`src/rtl/instruction_fetch_unit.sv`:
```
// Fetch sequencer: reads the low then high instruction byte from byte-wide memory
// into the 16-bit IR through its half-select load port, advancing PC by two.
module instruction_fetch_unit #(
    parameter int ADDR_W      = 16,
    parameter int MEM_LATENCY = 1
) (
    input  logic              Clock,
    input  logic              Reset,
    input  logic              Start,
    input  logic              Flush,
    input  logic              PCLoad,
    input  logic [ADDR_W-1:0] PCIn,
    input  logic [7:0]        MemData,
    output logic [ADDR_W-1:0] MemAddr,
    output logic              MemRead,
    output logic              IR_Write,
    output logic              IR_LH,
    output logic [7:0]        IR_I,
    output logic [ADDR_W-1:0] PCOut,
    output logic              Busy,
    output logic              Done
);

    typedef enum logic [2:0] {
        IDLE, REQ_LO, WAIT_LO, WR_LO, REQ_HI, WAIT_HI, WR_HI, DONE
    } state_t;

    localparam int CW = (MEM_LATENCY > 1) ? $clog2(MEM_LATENCY) : 1;
    localparam logic [CW-1:0] CNT_INIT = CW'(MEM_LATENCY - 1);

    state_t            state, state_nxt;
    logic [ADDR_W-1:0] pc, pc_nxt;
    logic [ADDR_W-1:0] base, base_nxt;   // fetch start address, restored on Flush
    logic [CW-1:0]     cnt, cnt_nxt;

    always_ff @(posedge Clock) begin
        if (Reset) begin
            state <= IDLE;
            pc    <= '0;
            base  <= '0;
            cnt   <= '0;
        end else begin
            state <= state_nxt;
            pc    <= pc_nxt;
            base  <= base_nxt;
            cnt   <= cnt_nxt;
        end
    end

    always_comb begin
        state_nxt = state;
        pc_nxt    = pc;
        base_nxt  = base;
        cnt_nxt   = cnt;
        MemAddr   = '0;
        MemRead   = 1'b0;
        IR_Write  = 1'b0;
        IR_LH     = 1'b0;
        IR_I      = 8'h00;
        Done      = 1'b0;
        Busy      = (state != IDLE);

        case (state)
            IDLE: begin
                if (PCLoad) pc_nxt = PCIn;
                if (Start) begin
                    base_nxt  = PCLoad ? PCIn : pc;
                    state_nxt = REQ_LO;
                end
            end
            REQ_LO, REQ_HI: begin
                MemRead = 1'b1;
                MemAddr = pc;
                if (MEM_LATENCY == 1) begin
                    state_nxt = (state == REQ_LO) ? WR_LO : WR_HI;
                end else begin
                    state_nxt = (state == REQ_LO) ? WAIT_LO : WAIT_HI;
                    cnt_nxt   = CNT_INIT;
                end
            end
            WAIT_LO, WAIT_HI: begin
                MemAddr = pc;
                cnt_nxt = cnt - CW'(1);
                if (cnt == CW'(1)) state_nxt = (state == WAIT_LO) ? WR_LO : WR_HI;
            end
            WR_LO, WR_HI: begin
                MemAddr   = pc;
                IR_Write  = 1'b1;
                IR_LH     = (state == WR_HI);
                IR_I      = MemData;
                pc_nxt    = pc + ADDR_W'(1);
                state_nxt = (state == WR_LO) ? REQ_HI : DONE;
            end
            DONE: begin
                Done      = 1'b1;
                state_nxt = IDLE;
            end
            default: state_nxt = IDLE;
        endcase

        // Abort overrides any progress made this cycle, including a PC increment
        if (Flush && state != IDLE) begin
            state_nxt = IDLE;
            pc_nxt    = base;
        end
    end

    assign PCOut = pc;

endmodule

```
`config.mk`:
```
export PLATFORM = sky130hd
export DESIGN_NAME = instruction_fetch_unit
export DESIGN_NICKNAME = d
export VERILOG_FILES = /design/src/rtl/instruction_fetch_unit.sv
export SDC_FILE = /design/constraint.sdc
export NUM_CORES = 1
export LEC_CHECK = 0
export CAP_MARGIN = 40
export CORE_AREA = 2 2 68 70
export DETAILED_ROUTE_END_ITERATION = 8
export DIE_AREA = 0 0 70 72
export DONT_BUFFER_PORTS = 1
export PLACE_DENSITY = 0.74
export SYNTH_ARGS = -nofsm -noshare
export SYNTH_HDL_FRONTEND = slang
export SYNTH_SLANG_ARGS = --single-unit
```
`constraint.sdc`:
```
create_clock -name Clock -period 1.51 [get_ports Clock]
set_input_delay 0.151 -clock Clock [delete_from_list [all_inputs] [get_ports Clock]]
set_output_delay 0.151 -clock Clock [all_outputs]
set_load 0.01 [all_outputs]
```
==> results of run 1 <==
## cell type report
class	count	area [um2]	area share [%]
flip-flops and latches	36	751	20.8
well taps	52	65.1	1.80
clock buffers	8	100	2.77
inverters	8	42.5	1.18
repair buffers	79	795	22.0
multi-input cells	229	1860	51.5
## cells in the final DEF (no fill, tap or decap), drive strengths merged, types with 2 or more instances in the layout
cell	n
o22ai	2
nand4	3
o21ai	13
a21oi	17
and2	16
nor2	40
clkbuf	11
a22o	2
xor2	9
o311ai	3
a221o	3
o31a	2
nor2b	2
a211oi	23
and3	12
buf	75
o211ai	3
inv	7
nand2	12
mux2i	17
xnor2	3
nor3	8
dfxtp	36
nand3	6
a2111oi	3
a221oi	4
a32o	4
nand2b	2
and4	2
## critical path: stages, from the launching register on
cell and delay, ns:
sky130_fd_sc_hd__dfxtp_4 0.37, sky130_fd_sc_hd__buf_12 0.15, sky130_fd_sc_hd__and3_4 0.19, sky130_fd_sc_hd__nor2_4 0.16
sky130_fd_sc_hd__buf_6 0.18, sky130_fd_sc_hd__and2_4 0.17
## power groups by stage
stage / Clock [mW] / Combinational, mW / Sequential, mW
after floorplan: 0 / 0.578 / 1.25
after global placement: 0 / 0.971 / 1.20
after detailed placement: 0 / 0.990 / 1.20
after CTS: 0.783 / 1.12 / 1.18
after global routing: 0.805 / 1.48 / 1.21
final: 0.774 / 1.40 / 1.20
## synthesized netlist by cell type, drive strengths merged, types with 3 or more instances
library cell   n  area share (%)
nor2          40             6.3
a21oi         17             3.6
a221o          3             1.3
o21ai         13             2.7
a211oi        23             7.5
xnor2          3             1.1
and3          12             3.2
nand3          6             1.3
nand4          3            0.79
o311ai         3             1.1
nor3           8             1.9
dfxtp         36              30
a2111oi        3             1.1
mux2i         17             7.2
clkbuf        14             2.2
and2          16             4.2
a221oi         4             1.5
nand2         12             1.9
inv            8             1.3
a32o           4             1.7
o211ai         3            0.95
buf           13             2.8
xor2           9             3.3
## sequential cells by signal (all words and copies together) (netlist names)
name,flops
PCOut,16
base,16
cnt,1
state,3
## path summary, 6_finish.rpt
| check | start | to | slack [ns] | depth (start not counted) |
|---|---|---|---|---|
| min | Flush | PCOut[2] | 0.1 | 2 |
| max | state[2] | MemAddr[5] | -0.16 | 5 |
| min reg2reg | base[2] | base[2] | 0.50 | 2 |
| max reg2reg | state[2] | PCOut[3] | -0.14 | 7 |
## routing by layer
metal	track usage [%]	up-vias	part of all wire, %
met4	12.8	0	4.7
met1	36.3	1361	38
met2	53.7	160	50
li1	-	1226	-
met3	7.92	51	8.2
met5	0	-	0
## what timing repair did
action	4_1_cts	5_1_grt
gates cloned	1	5
hold buffers	1	1
setup endpoints to repair	58	59
endpoints found under the hold margin	28	1
pin swaps	21	47
gates resized for setup	47	75
buffers inserted	7	7
## cells by family (layout without fill, tap and decap cells)
family | Yosys count | in the layout | share of synthesized area (%)
adder cells (fa/ha/maj) | 1 | 1 | 0.527
flip-flops | 36 | 36 | 30.3
buffers and inverters | 35 | 95 | 6.32
XOR/XNOR | 12 | 12 | 4.42
AND/OR/NAND/NOR | 109 | 109 | 23.3
multiplexers | 17 | 17 | 7.16
AO/OA/AOI/OAI | 90 | 90 | 27.9
==> metrics.log, run 1 <==
[metrics] warnings from Yosys: 0
[metrics] Internal Dissipation: 2.16 mW
[metrics] clock buffers created by TritonCTS: 5
[metrics] number of antenna-violating nets in the routed design: 0
[metrics] Vert. Die Dim: 72 um
[metrics] core outline area: 4260 um2
[metrics] count of distinct cell types in the synthesized netlist: 51
[metrics] total detailed-routing wirelength: 9460 um
[metrics] switching power total: 1.21 mW
[metrics] share of final-layout standard cells stronger than drive strength 1: 47.5%
[metrics] largest voltage drop on the vdd net: 0.901 mV
[metrics] Setup TNS: -5.16 ns
[metrics] instance area at placement: 2820 um2
[metrics] Post-Synthesis Cells: 300
[metrics] Fillers: 220
[metrics] clock-pin slew on the worst setup and hold paths: 0.07 ns
[metrics] flops & latches, synth: 36
[metrics] Iteration-0 DRC Markers: 203
[metrics] violated checks: setup timing
[metrics] crit end category: output pin
[metrics] worst slack, placed: -0.139 ns
[metrics] maximum net fanout on the critical path: 8
[metrics] proportion of synthesized flip-flops having asynchronous set or reset: 0%
[metrics] post-synth net total: 330
[metrics] classification of the worst setup path: flip-flop to output pin
[metrics] highest attainable clock frequency: 599 MHz
[metrics] buffer type at the clock tree root: sky130_fd_sc_hd__clkbuf_8
[metrics] final instance count without filler cells: 412
[metrics] count of pins over their slew limit: 0
[metrics] number of placed cells counting well taps: 382
[metrics] portion of the post-synthesis area used by sequential elements: 30.3%
[metrics] total DRC errors in the routed layout: 0
[metrics] EDFF count, synth: 0
[metrics] share of power burned in registers: 35.6%
[metrics] largest net degree at the start of global routing: 33
[metrics] critical path launch point type: flip-flop
[metrics] Max-slew headroom: 70.6%
[metrics] post-synthesis average cell area: 7.92 um2
[metrics] number of detailed-route iterations in the first pass: 5
[metrics] type of the most critical hold path: input pin to flip-flop
[metrics] Clk pwr share: 23.0%
[metrics] clock sink count: 36
[metrics] antenna violations before repair: 0
[metrics] post-route cell area: 3620 um2
[metrics] min Tclk post-route: 1.67 ns
[metrics] overall power consumption: 3.37 mW
[metrics] I/O pin count: 74
[metrics] data arrival time of the critical path: 1.52 ns
[metrics] hold violation total from the final report: 0
[metrics] port buffer count: 0
[metrics] unrepaired setup endpoints after global routing: true
[metrics] Util after Layout: 84.8%
[metrics] Overflow after GRT: 0
[metrics] number of placement rows: 24
[metrics] Wirelength per Cell: 23.0 um
[metrics] TritonCTS clock tree: done
[metrics] Clock Latency Late Sink: 0.30 ns
[metrics] ys flop type: sky130_fd_sc_hd__dfxtp_1
[metrics] Ant. Diodes: 0
[metrics] post-DR vias/cell: 6.79
[metrics] number of global-route vias before repair: 2471
[metrics] fin crit share: 111%
[metrics] Overall Global Routing Usage: 30.8%
[metrics] run status: complete, but fails checks
[metrics] Layout Area Growth over Synthesis: 52.2%
[metrics] sum of net half-perimeters after detailed placement: 5050 um
[metrics] leakage component of the power: 1.51 nW
[metrics] Die Outline Area: 5040 um2
[metrics] post-synthesis instance area: 2380 um2
[metrics] power density of the placed cells: 932 nW/um2
[metrics] wire length of the first global-routing pass: 12200 um
[metrics] Starting Density: 55.7%
[metrics] number of levels in the clock H-tree: 2
[metrics] placer's final routability congestion estimate: 0.856
[metrics] endpoints failing setup: 57
[metrics] Die Span X: 70 um
[metrics] vias post-DR: 2798
[metrics] Hold Worst Slack: 0.0962 ns
[metrics] worst setup slack after layout: -0.160 ns
[metrics] worst path required time: 1.36 ns
[metrics] switch share: 35.9%
[metrics] Combinational Power Share: 41.5%
[metrics] number of maximum-capacitance constraint violations: 0
[metrics] clock tree skew after final layout: 0.00420 ns
[metrics] maximum clock insertion buffer count: 2
[metrics] Total Nets Final: 389
[metrics] transition at the pin with the smallest max-transition slack: 0.436 ns
(Power assumes the default switching activity.)
==> inputs of run 2 (changes only) <==
--- a/config.mk
+++ b/config.mk
@@ -11,6 +11,7 @@
 export DIE_AREA = 0 0 70 72
 export DONT_BUFFER_PORTS = 1
 export PLACE_DENSITY = 0.74
+export SETUP_SLACK_MARGIN = 0.5
 export SYNTH_ARGS = -nofsm -noshare
 export SYNTH_HDL_FRONTEND = slang
 export SYNTH_SLANG_ARGS = --single-unit
==> metrics.log, run 2 (synthesis gave the netlist of run 1 again) <==
[metrics] Combinational Power Share: 46.2%
[metrics] Die Outline Area: 5040 um2
[metrics] worst path required time: 1.72 ns
[metrics] total detailed-routing wirelength: 12600 um
[metrics] Clock Latency Late Sink: 0.32 ns
[metrics] clock tree skew after final layout: 0.0131 ns
[metrics] number of placement rows: 24
[metrics] Starting Density: 55.7%
[metrics] share of final-layout standard cells stronger than drive strength 1: 58.1%
[metrics] antenna violations before repair: 0
[metrics] register-to-register setup slack: -0.33 ns
[metrics] Wirelength per Cell: 29.4 um
[metrics] Die Span X: 70 um
[metrics] Iteration-0 DRC Markers: 525
[metrics] Setup TNS: -11.93 ns
[metrics] buffer type at the clock tree root: sky130_fd_sc_hd__clkbuf_8
[metrics] wire length of the first global-routing pass: 15700 um
[metrics] sum of net half-perimeters after detailed placement: 5170 um
[metrics] number of levels in the clock H-tree: 2
[metrics] number of maximum-capacitance constraint violations: 0
[metrics] worst setup slack after layout: -0.334 ns
[metrics] Hold Startpoint: Reset
[metrics] endpoints failing setup: 62
[metrics] placer's final routability congestion estimate: 0.826
[metrics] transition at the pin with the smallest max-transition slack: 0.557 ns
[metrics] classification of the worst setup path: flip-flop to flip-flop
[metrics] Util after Layout: 93.9%
[metrics] Worst path max stage delay: 0.41 ns
[metrics] Clk pwr share: 22.4%
[metrics] maximum clock insertion buffer count: 2
[metrics] Hold Worst Slack: -0.118 ns
[metrics] number of global-route vias before repair: 2888
[metrics] delay-heaviest family, CP: compound AO/OA/AOI/OAI gates
[metrics] Overall Global Routing Usage: 41.3%
[metrics] Layout Area Growth over Synthesis: 68.6%
[metrics] type of the most critical hold path: input pin to flip-flop
[metrics] hold violation total from the final report: 28
[metrics] total DRC errors in the routed layout: 0
[metrics] data arrival time of the critical path: 2.05 ns
[metrics] count of pins over their slew limit: 0
[metrics] port buffer count: 0
[metrics] number of detailed-route iterations in the first pass: 5
[metrics] Overflow after GRT: 0
[metrics] commonest cells after routing, fill and taps aside: sky130_fd_sc_hd__buf_4, sky130_fd_sc_hd__buf_6, sky130_fd_sc_hd__nor2_1
[metrics] clock sink count: 36
[metrics] share of power burned in registers: 31.4%
[metrics] critical path launch point type: flip-flop
[metrics] power density of the placed cells: 968 nW/um2
[metrics] number of antenna-violating nets in the routed design: 0
[metrics] switching power total: 1.51 mW
[metrics] clock buffers created by TritonCTS: 5
[metrics] most common cell after layout, fill and taps aside: sky130_fd_sc_hd__buf_4
[metrics] Internal Dissipation: 2.37 mW
[metrics] core outline area: 4260 um2
[metrics] worst-case hold path end point: PCOut[11]
[metrics] vias post-DR: 3263
[metrics] hold-critical path depth: 1
[metrics] Register-to-Register Path Depth: 7
[metrics] switch share: 38.9%
[metrics] unrepaired setup endpoints after global routing: true
[metrics] Fillers: 127
[metrics] I/O pin count: 74
[metrics] clock-pin slew on the worst setup and hold paths: 0.09 ns
[metrics] fin crit share: 122%
[metrics] Critical Path, Cell by Cell: buf_12 -> xor2_4 -> nand2_4 -> buf_8 -> o21ai_1 -> o21ai_1 -> a32o_1
[metrics] min Tclk post-route: 1.84 ns
[metrics] violated checks: hold timing, setup timing
[metrics] Max-slew headroom: 62.4%
[metrics] Total Nets Final: 404
[metrics] TritonCTS clock tree: done
[metrics] highest attainable clock frequency: 542 MHz
[metrics] most used cell along the critical path: sky130_fd_sc_hd__o21ai_1
[metrics] Ant. Diodes: 0
[metrics] maximum net fanout on the critical path: 11
[metrics] number of buffers and inverters on the critical path: 2
[metrics] leakage component of the power: 1.63 nW
[metrics] largest voltage drop on the vdd net: 0.909 mV
[metrics] Worst path slowest cell: sky130_fd_sc_hd__dfxtp_4
[metrics] endpoint of the most critical register-to-register path: PCOut[3]
[metrics] largest net degree at the start of global routing: 34
[metrics] post-DR vias/cell: 7.64
[metrics] run status: complete, but fails checks
[metrics] Vert. Die Dim: 72 um
[metrics] crit end category: flip-flop
[metrics] worst r2r src: state[0]
-- run 2: layout make-up --
cell class                 instances  area (um2)  share of cell area, %
clock buffer                       7        97.6                   2.44
clock inverter                     1        5.00                  0.125
inverter                           8        35.0                  0.875
multi-input combinational        230        2050                   51.1
sequential                        36         754                   18.8
tap                               52        65.1                   1.62
timing repair buffer              93        1000                   25.0
-- run 2: repair_timing --
action / 4_1_cts / 5_1_grt
endpoints found under the setup margin: 65 / 68
pin swaps: 32 / 25
cloned: 6 / 0
gates resized for setup: 95 / 41
hold endpoints to repair: 28 / 28
buffers inserted: 17 / 11
-- run 2: through the flow --
step	setup WS (ns)	cells	total power, mW	cell area [um2]
floorplan	0.0184	300	1.99	2730
global placement	-0.0729	385	2.27	3020
detailed placement	-0.0950	385	2.29	3020
CTS	-0.224	416	3.51	3780
global route	-0.409	427	3.93	4010
finish	-0.334	427	3.88	4010
-- run 2: layer usage --
metal | wire length (um) | up-vias | GRT usage, %
met2 | 5700 | 360 | 65.8
met1 | 4250 | 1521 | 50.8
li1 | - | 1264 | -
met4 | 1090 | 0 | 27.1
met3 | 1530 | 118 | 8.75
met5 | 0 | - | 0
-- run 2: worst max path at each step --
stage,from,to,slack (ns),depth (start not counted)
after floorplan,PCOut[0],PCOut[15],0.02,5
after global placement,state[1],PCOut[6],-0.07,6
after detailed placement,PCOut[0],PCOut[11],-0.09,5
after CTS,state[2],MemAddr[5],-0.22,6
after global routing,state[0],PCOut[3],-0.41,7
final,state[0],PCOut[3],-0.33,7
-- run 2: power by group through the flow --
stage	combinational, mW	sequential, mW	clock [mW]
4_1_cts	1.53	1.18	0.806
3_5_place_dp	1.09	1.21	0
3_3_place_gp	1.07	1.20	0
5_1_grt	1.84	1.22	0.864
2_1_floorplan	0.726	1.26	0
6_report	1.79	1.22	0.869
-- run 2: worst reg2reg max path, delay by kind of cell, from the launching register on --
kind,cells,cell delay (ns)
buffers and inverters,2,0.29
DFF,1,0.41
and+or+nand+nor,1,0.12
xor gates and xnor gates,1,0.24
AOI/OAI and AO/OA,3,0.68
